[config.mk]
export PLATFORM = sky130hd
export DESIGN_NAME = dmem_sram_arbiter
export DESIGN_NICKNAME = d
export VERILOG_FILES = /design/src/rtl/dmem_sram_arbiter.sv
export SDC_FILE = /design/constraint.sdc
export NUM_CORES = 1
export LEC_CHECK = 0
export BUFFER_PORTS_ARGS = -buffer_cell sky130_fd_sc_hd__buf_4
export CORE_MARGIN = 4
export CORE_UTILIZATION = 30
export CTS_BUF_LIST = sky130_fd_sc_hd__clkbuf_4
export CTS_CLUSTER_DIAMETER = 40
export CTS_CLUSTER_SIZE = 10
export DETAILED_ROUTE_END_ITERATION = 10
export PLACE_DENSITY = 0.65
export SETUP_SLACK_MARGIN = 0.1
export SKIP_CTS_REPAIR_TIMING = 1
export SYNTH_ARGS = -nofsm -noshare
export SYNTH_HDL_FRONTEND = slang
export SYNTH_SLANG_ARGS = --single-unit
[constraint.sdc]
create_clock -name clk -period 2.31 [get_ports clk]
set_input_delay 0.231 -clock clk [delete_from_list [all_inputs] [get_ports clk]]
set_output_delay 0.231 -clock clk [all_outputs]
set_load 0.01 [all_outputs]
[src/rtl/dmem_sram_arbiter.sv]
// Shares one single-port asynchronous SRAM between the IF fetch port and the MEM data port.
// Fixed MEM > IF priority; each access is IDLE -> ACCESS (WAIT_CYCLES) -> DONE (ack).
module dmem_sram_arbiter #(
  parameter int ADDR_W      = 20,
  parameter int WAIT_CYCLES = 1
) (
  input  logic              clk,
  input  logic              rst,
  input  logic              if_req_i,
  input  logic [31:0]       if_addr_i,
  output logic [31:0]       if_rdata_o,
  output logic              if_ack_o,
  input  logic              mem_req_i,
  input  logic              mem_rw_i,
  input  logic [31:0]       mem_addr_i,
  input  logic [3:0]        mem_wbe_n_i,
  input  logic [31:0]       mem_wdata_i,
  output logic [31:0]       mem_rdata_o,
  output logic              mem_ack_o,
  output logic [ADDR_W-1:0] ram_addr_o,
  output logic              ram_ce_n_o,
  output logic              ram_oe_n_o,
  output logic              ram_we_n_o,
  output logic [3:0]        ram_be_n_o,
  output logic [31:0]       ram_wdata_o,
  output logic              ram_data_oe_o,
  input  logic [31:0]       ram_rdata_i,
  output logic              busy_o
);

  typedef enum logic [1:0] {IDLE, ACCESS, DONE} state_t;

  localparam logic [3:0] WAIT_M1 = 4'(WAIT_CYCLES - 1);

  state_t            state, next_state;
  logic [3:0]        cnt, cnt_d;
  logic              own_mem, own_mem_d;
  logic              lat_rd, lat_rd_d;
  logic [3:0]        lat_wbe_n, lat_wbe_n_d;
  logic [31:0]       lat_wdata, lat_wdata_d;

  logic [ADDR_W-1:0] ram_addr_d;
  logic              ce_n_d, oe_n_d, we_n_d, data_oe_d;
  logic [3:0]        be_n_d;
  logic [31:0]       ram_wdata_d, if_rdata_d, mem_rdata_d;
  logic              if_ack_d, mem_ack_d, busy_d;

  // Only the word-address bits of the byte addresses reach the SRAM.
  logic unused_addr_bits;
  assign unused_addr_bits = ^{if_addr_i[31:ADDR_W+2], if_addr_i[1:0],
                              mem_addr_i[31:ADDR_W+2], mem_addr_i[1:0]};

  always_ff @(posedge clk) begin
    // NOTE: sequential state uses non-blocking assignments so every register samples pre-edge values.
    if (rst) state <= IDLE;
    else     state <= next_state;
  end

  always_comb begin
    next_state = state;
    unique case (state)
      IDLE:    if (mem_req_i || if_req_i) next_state = ACCESS;
      ACCESS:  if (cnt == 4'd0)           next_state = DONE;
      DONE:                               next_state = IDLE;
      default:                            next_state = IDLE;
    endcase
  end

  always_comb begin
    // NOTE: every signal gets a default first so no path through the case infers a latch.
    cnt_d       = cnt;
    own_mem_d   = own_mem;
    lat_rd_d    = lat_rd;
    lat_wbe_n_d = lat_wbe_n;
    lat_wdata_d = lat_wdata;
    ram_addr_d  = ram_addr_o;
    ram_wdata_d = ram_wdata_o;
    if_rdata_d  = if_rdata_o;
    mem_rdata_d = mem_rdata_o;
    ce_n_d      = 1'b1;
    oe_n_d      = 1'b1;
    we_n_d      = 1'b1;
    be_n_d      = 4'b1111;
    data_oe_d   = 1'b0;
    if_ack_d    = 1'b0;
    mem_ack_d   = 1'b0;
    busy_d      = (next_state != IDLE);

    unique case (state)
      IDLE: begin
        if (mem_req_i) begin
          own_mem_d   = 1'b1;
          lat_rd_d    = mem_rw_i;
          lat_wbe_n_d = mem_wbe_n_i;
          lat_wdata_d = mem_wdata_i;
          ram_addr_d  = mem_addr_i[ADDR_W+1:2];
          cnt_d       = WAIT_M1;
        end else if (if_req_i) begin
          own_mem_d   = 1'b0;
          lat_rd_d    = 1'b1;
          lat_wbe_n_d = 4'b0000;
          ram_addr_d  = if_addr_i[ADDR_W+1:2];
          cnt_d       = WAIT_M1;
        end
      end
      ACCESS: begin
        if (cnt != 4'd0) begin
          cnt_d = cnt - 4'd1;
        end else begin
          if (lat_rd) begin
            if (own_mem) mem_rdata_d = ram_rdata_i;
            else         if_rdata_d  = ram_rdata_i;
          end
          mem_ack_d = own_mem;
          if_ack_d  = !own_mem;
        end
      end
      default: ;
    endcase

    // Strobes for the coming cycle; the *_d latches already hold the grant values on entry.
    if (next_state == ACCESS) begin
      if (lat_rd_d) begin
        ce_n_d = 1'b0;
        oe_n_d = 1'b0;
        be_n_d = 4'b0000;
      end else begin
        ce_n_d      = (lat_wbe_n_d == 4'b1111);
        we_n_d      = (lat_wbe_n_d == 4'b1111);
        be_n_d      = lat_wbe_n_d;
        data_oe_d   = 1'b1;
        ram_wdata_d = lat_wdata_d;
      end
    end
  end

  always_ff @(posedge clk) begin
    if (rst) begin
      cnt           <= 4'd0;
      own_mem       <= 1'b0;
      lat_rd        <= 1'b1;
      lat_wbe_n     <= 4'b1111;
      lat_wdata     <= '0;
      ram_addr_o    <= '0;
      ram_wdata_o   <= '0;
      if_rdata_o    <= '0;
      mem_rdata_o   <= '0;
      ram_ce_n_o    <= 1'b1;
      ram_oe_n_o    <= 1'b1;
      ram_we_n_o    <= 1'b1;
      ram_be_n_o    <= 4'b1111;
      ram_data_oe_o <= 1'b0;
      if_ack_o      <= 1'b0;
      mem_ack_o     <= 1'b0;
      busy_o        <= 1'b0;
    end else begin
      cnt           <= cnt_d;
      own_mem       <= own_mem_d;
      lat_rd        <= lat_rd_d;
      lat_wbe_n     <= lat_wbe_n_d;
      lat_wdata     <= lat_wdata_d;
      ram_addr_o    <= ram_addr_d;
      ram_wdata_o   <= ram_wdata_d;
      if_rdata_o    <= if_rdata_d;
      mem_rdata_o   <= mem_rdata_d;
      ram_ce_n_o    <= ce_n_d;
      ram_oe_n_o    <= oe_n_d;
      ram_we_n_o    <= we_n_d;
      ram_be_n_o    <= be_n_d;
      ram_data_oe_o <= data_oe_d;
      if_ack_o      <= if_ack_d;
      mem_ack_o     <= mem_ack_d;
      busy_o        <= busy_d;
    end
  end

endmodule

---- Word-level counts from Yosys, hierarchy flattened ----
Index checks and enable logic that the tools add are counted.
operators by class
  add/subtract/negate cells ............... 1
  eq/ne operators ......................... 5
  muxes and demuxes ....................... 22
  bitwise operators ....................... 5
  reduce and logical (&&, ||, !) cells .... 16
operators with widths
  cell                                                                    number
  32-bit 2-to-1 mux                                                       2
  20-bit 2-to-1 mux                                                       2
  4-bit 2-to-1 mux                                                        7
  4-bit one-hot mux with 2 select lines                                   1
  4-bit AND reduction                                                     2
  1-bit 2-to-1 mux                                                        7
  2-bit nonzero test                                                      3
  3-bit OR reduction                                                      2
  1-bit NOT                                                               5
  2-bit by 1-bit equality test with 1-bit output (second input constant)  2
  4-bit equality test (second input constant)                             1
  4-bit logical NOT                                                       1
  2-bit 2-to-1 mux                                                        2
  2-bit one-hot mux with 2 select lines                                   1
  2-bit AND reduction                                                     2
  4-bit nonzero test                                                      1
  4-bit by 1-bit subtractor with 4-bit output (second input constant)     1
  3-bit != test (second input constant)                                   1
  3-bit AND reduction                                                     1
  2-bit logical NOT                                                       1
  2-bit != test (second input constant)                                   1
  2-bit OR reduction                                                      1
  1-bit logical NOT                                                       1
  1-bit logical OR                                                        1
word-level totals
  register bits after elaboration ......... 171
  input port bits ......................... 137
  logic and storage cells ................. 67

---- Depth between registers and ports, before layout ----
  word-level depth ........................ 6
  depth in mapped cells ................... 8

---- Worst setup path after synthesis ----
No wires, ideal clock.
  kind .................................... reg-to-reg
  start ................................... register cnt[0]
  end ..................................... register if_rdata_o[0]
  setup time .............................. 0.132 ns
  arrival ................................. 1.781 ns
  required time ........................... 2.178 ns
  slack ................................... 0.397 ns
  stages on the path, launching flop included .. 9
  period minus slack after synthesis ...... 1.913 ns
  path through ............................ dfxtp_1 -> inv_1 -> ha_1 -> or3b_4 -> or4_1 -> buf_2 -> buf_6 -> nand2_1 -> a21oi_1
between the ends
  longest elaborated chain between the ends .. 3
RTL lines
  item                           RTL line  text
  start, declared                36        logic [3:0] cnt, cnt_d;
  start signal, assigned         157       cnt <= cnt_d;
  4-bit nonzero test             107       if (cnt != 4'd0) begin
  1-bit NOT (no line)            -
  4-bit AND reduction (no line)  -
  end signal, assigned           164       if_rdata_o <= if_rdata_d;
  end, declared                  11        output logic [31:0] if_rdata_o,
No other way between the ends.
A chain may end at the register's enable or synchronous reset.

---- Worst setup path in the final report ----
  start ................................... register cnt[0]
  end ..................................... register if_rdata_o[24]
The elaborated chain is that of the path after synthesis.

==> flow_summary_export.csv <==
group,metric,value,unit
timing,slew_viol_final,0,
drt,ant_nets,0,
timing,finalCritPeriodShare,90.3,%
placement,gp_congestion,0.715,
placement,dp_hpwl,12200,um
synth,syn_nets,812,
placement,place_area,8180,um^2
status,status,"completed",
floorplanning,io_pins,264,
grt,grt_use_met2,24.8,%
power_and_ir_drop,switching_share,31.8,%
floorplanning,coreArea,19700,um^2
power_and_ir_drop,p_leak,4.11,nW
synth,yosysSeqAreaShare,56.1,%
grt,grt_max_degree,77,
synth,synthFlopType,"dfxtp_1",
critical_path,path_depth,7,
grt,grt.total_usage,14.7,%
critical_path,critPathCapture,"if_rdata_o[24]",
synth,synth_area_leaders,"dfxtp_1, nand2_1, mux2i_1, a21oi_1, a22oi_1",
grt,grt_pass1_vias,5148,
timing,worst_clock_skew,0.0176,ns
timing,period_needed,2.09,ns
clock_network,cts_tree,"built",
cells_and_area,fillers,1898,
placement,portBuffers,239,
timing,whs,0.0385,ns
grt,antenna_found_initial,0,
clock_network,cts-root-buf,"clkbuf_4",
critical_path,worst-path-buf-inv,2,
critical_path,required,2.68,ns
critical_path,crit_arrival,2.46,ns
critical_path,reg2reg_from,"cnt[0]",
power_and_ir_drop,p_switching,0.00222,W
drt,wl_per_cell,14.6,um
power_and_ir_drop,p_int,0.00477,W
timing,setup_viol_count_final,0,
grt,grt_pass1_wl,26500,um
synth,yosys_warnings,0,
critical_path,r2r_end,"if_rdata_o[24]",
timing,rsz0062_at_grt,"no",
critical_path,reg2reg_depth,7,
synth,synthArstFlopShare,0,%
clock_network,htreeDepth,4,
grt,use_met1,17.3,%
min_path,hold_path.class,"input pin to flop",
timing,hold_viol_final,0,
power_and_ir_drop,power_frac_comb,27.6,%
cells_and_area,fin_nets,1112,
synth,synthTopCellsByCount,"nand2_1, dfxtp_1, a21oi_1, nor2_1, mux2i_1",
synth,netlist_instances,674,
synth,yosysTopAreaCell,"dfxtp_1",
synth,ys_ff_latch,171,
clock_network,cts_buffers,17,
power_and_ir_drop,total_power,0.00699,W
clock_network,cts.clk_slew.worst_paths,0.14,ns
drt,routed_wl,18300,um
drt,drtPass1Iterations,5,
cells_and_area,area_growth,50.9,%
grt,grt_overflow,0,
power_and_ir_drop,power_frac_seq,49.8,%
critical_path,crit_family,"simple AND/OR/NAND/NOR gates",
cells_and_area,n_antenna_cell,0,
power_and_ir_drop,power_frac_clock,22.6,%
timing,fmax,480,MHz
grt,grtUsageMet3,6.44,%
critical_path,crit_fanout,32,
critical_path,crit_chain,"inv_1, ha_1, or3b_4, or4_1, buf_6, nand2_1, a21oi_1",
timing,setup_ws,0.225,ns
synth,synth_top_cell_area_share,56.1,%
synth,synthMostInstantiatedCell,"nand2_1",
critical_path,end_kind,"flop",
floorplanning,die_area,22700,um^2
floorplanning,initial_core_util,31.0,%
clock_network,clkLatencyLatePin,0.53,ns
synth,syn_avg_cell_area,9.06,um^2
cells_and_area,fin_area,9210,um^2
drt,vias,5736,
critical_path,cp-start-kind,"flop",
synth,ys_types,37,
floorplanning,placementRows,51,
floorplanning,fp.dieW,151,um
placement,dpl_worst_slack,0.228,ns
cells_and_area,final_layout_size_suffix_gt1_share,29.5,%
critical_path,r2r_slack,0.22,ns
drt,drtIter0Drc,208,
timing,maxSlewHeadroom,46.3,%
power_and_ir_drop,peakVddDrop,0.415,mV
synth,syn-cell-area,6100,um^2
critical_path,critPathSlowestCell,"or4_1",
timing,tightestPinTransition,0.806,ns
critical_path,crit_start,"cnt[0]",
floorplanning,die_y,151,um
critical_path,max_stage_delay,0.50,ns
flow_run,cap_violations,0,
critical_path,crit_type,"flop to flop",
drt,vias_per_cell,4.58,
grt,grt.busiest_layer,"met2",
power_and_ir_drop,power_density,759,nW/um^2
min_path,hp-start,"if_addr_i[21]",
clock_network,clock_sinks,171,
synth,synth_edf_count,0,
drt,drc,0,
clock_network,clk_path_buf_depth,2,
timing,tns,0,ns
-- metal layers --
metal  up-vias  wire length (um)
met5         -                 0
met4         0               188
met3        19              1650
met2       185              8790
met1      2647              7690
li1       2885                 -
-- how the worst min path moves through the flow --
| stage | end | slack [ns] | cells past startpoint |
|---|---|---|---|
| finish | ram_addr_o[19] | 0.04 | 3 |
| global route | ram_addr_o[19] | -0.04 | 3 |
| CTS | if_rdata_o[27] | -0.13 | 3 |
| detailed placement | if_rdata_o[26] | 0.45 | 2 |
| global placement | mem_rdata_o[8] | 0.44 | 2 |
| floorplan | if_rdata_o[0] | 0.37 | 2 |
-- flip-flops by register name, summed over array words and instances (netlist names) --
register / cells
if_rdata_o: 32
lat_wdata: 32
mem_rdata_o: 32
ram_wdata_o: 32
ram_addr_o: 20
cnt: 4
lat_wbe_n: 4
ram_be_n_o: 4
state: 2
busy_o: 1
if_ack_o: 1
lat_rd: 1
mem_ack_o: 1
own_mem: 1
ram_ce_n_o: 1
ram_data_oe_o: 1
ram_oe_n_o: 1
ram_we_n_o: 1
-- cell type report --
cell class / count / area (um^2) / area share, %
Clock buffer: 17 / 128 / 1.39
Inverter: 6 / 22.5 / 0.244
Sequential cell: 171 / 3420 / 37.2
Timing Repair Buffer: 331 / 2730 / 29.7
Multi-Input combinational cell: 447 / 2450 / 26.6
Clock inverter: 15 / 123 / 1.33
Tap cell: 265 / 332 / 3.60
-- cells in the final DEF (no fill, tap or decap), types with 2 or more instances in the layout --
| cell | instances |
|---|---|
| nor2_1 | 59 |
| clkbuf_4 | 17 |
| inv_1 | 6 |
| clkinvlp_4 | 2 |
| dlygate4sd3_1 | 78 |
| nor3_1 | 3 |
| nand2b_1 | 2 |
| mux2i_1 | 53 |
| a21oi_1 | 69 |
| a211oi_1 | 20 |
| inv_6 | 3 |
| dfxtp_1 | 171 |
| o41ai_1 | 2 |
| o21ai_0 | 5 |
| a22oi_1 | 34 |
| nand2_1 | 172 |
| buf_12 | 4 |
| buf_4 | 248 |
| and2_1 | 4 |
| clkinv_2 | 6 |
| clkinv_4 | 2 |
| o31ai_1 | 2 |
-- logic make-up (layout without fill, tap and decap cells) --
kind of cell	after synthesis	in the layout	share of synthesized area (%)
flip-flops	171	171	56.1
AND/OR/NAND/NOR	254	254	16.8
multiplexers	53	53	8.69
AO/OA/AOI/OAI	139	139	14.1
buffers and inverters	56	369	4.12
adder cells (fa/ha/maj)	1	1	0.205
-- power by group through the flow --
stage / Clock, W / Combinational (W) / Sequential (W)
2_1_floorplan: 0 / 0.000859 / 0.00366
3_3_place_gp: 0 / 0.00181 / 0.00354
3_5_place_dp: 0 / 0.00183 / 0.00355
4_1_cts: 0.00167 / 0.00183 / 0.00349
5_1_grt: 0.00179 / 0.00212 / 0.00353
6_report: 0.00158 / 0.00193 / 0.00349
-- worst register-to-register path: stages, from the launching register on --
cell and delay (ns):
dfxtp_1 0.37, inv_1 0.07, ha_1 0.17, or3b_4 0.43, or4_1 0.50, buf_6 0.21
nand2_1 0.11, a21oi_1 0.06
-- through the flow --
| stage | std cells | util (%) |
|---|---|---|
| after floorplan | 674 | - |
| after global placement | 1142 | 41.5 |
| after detailed placement | 1142 | 41.5 |
| after CTS | 1174 | 42.7 |
| after global routing | 1252 | 46.7 |
| final | 1252 | 46.7 |
(Power assumes the default switching activity.)
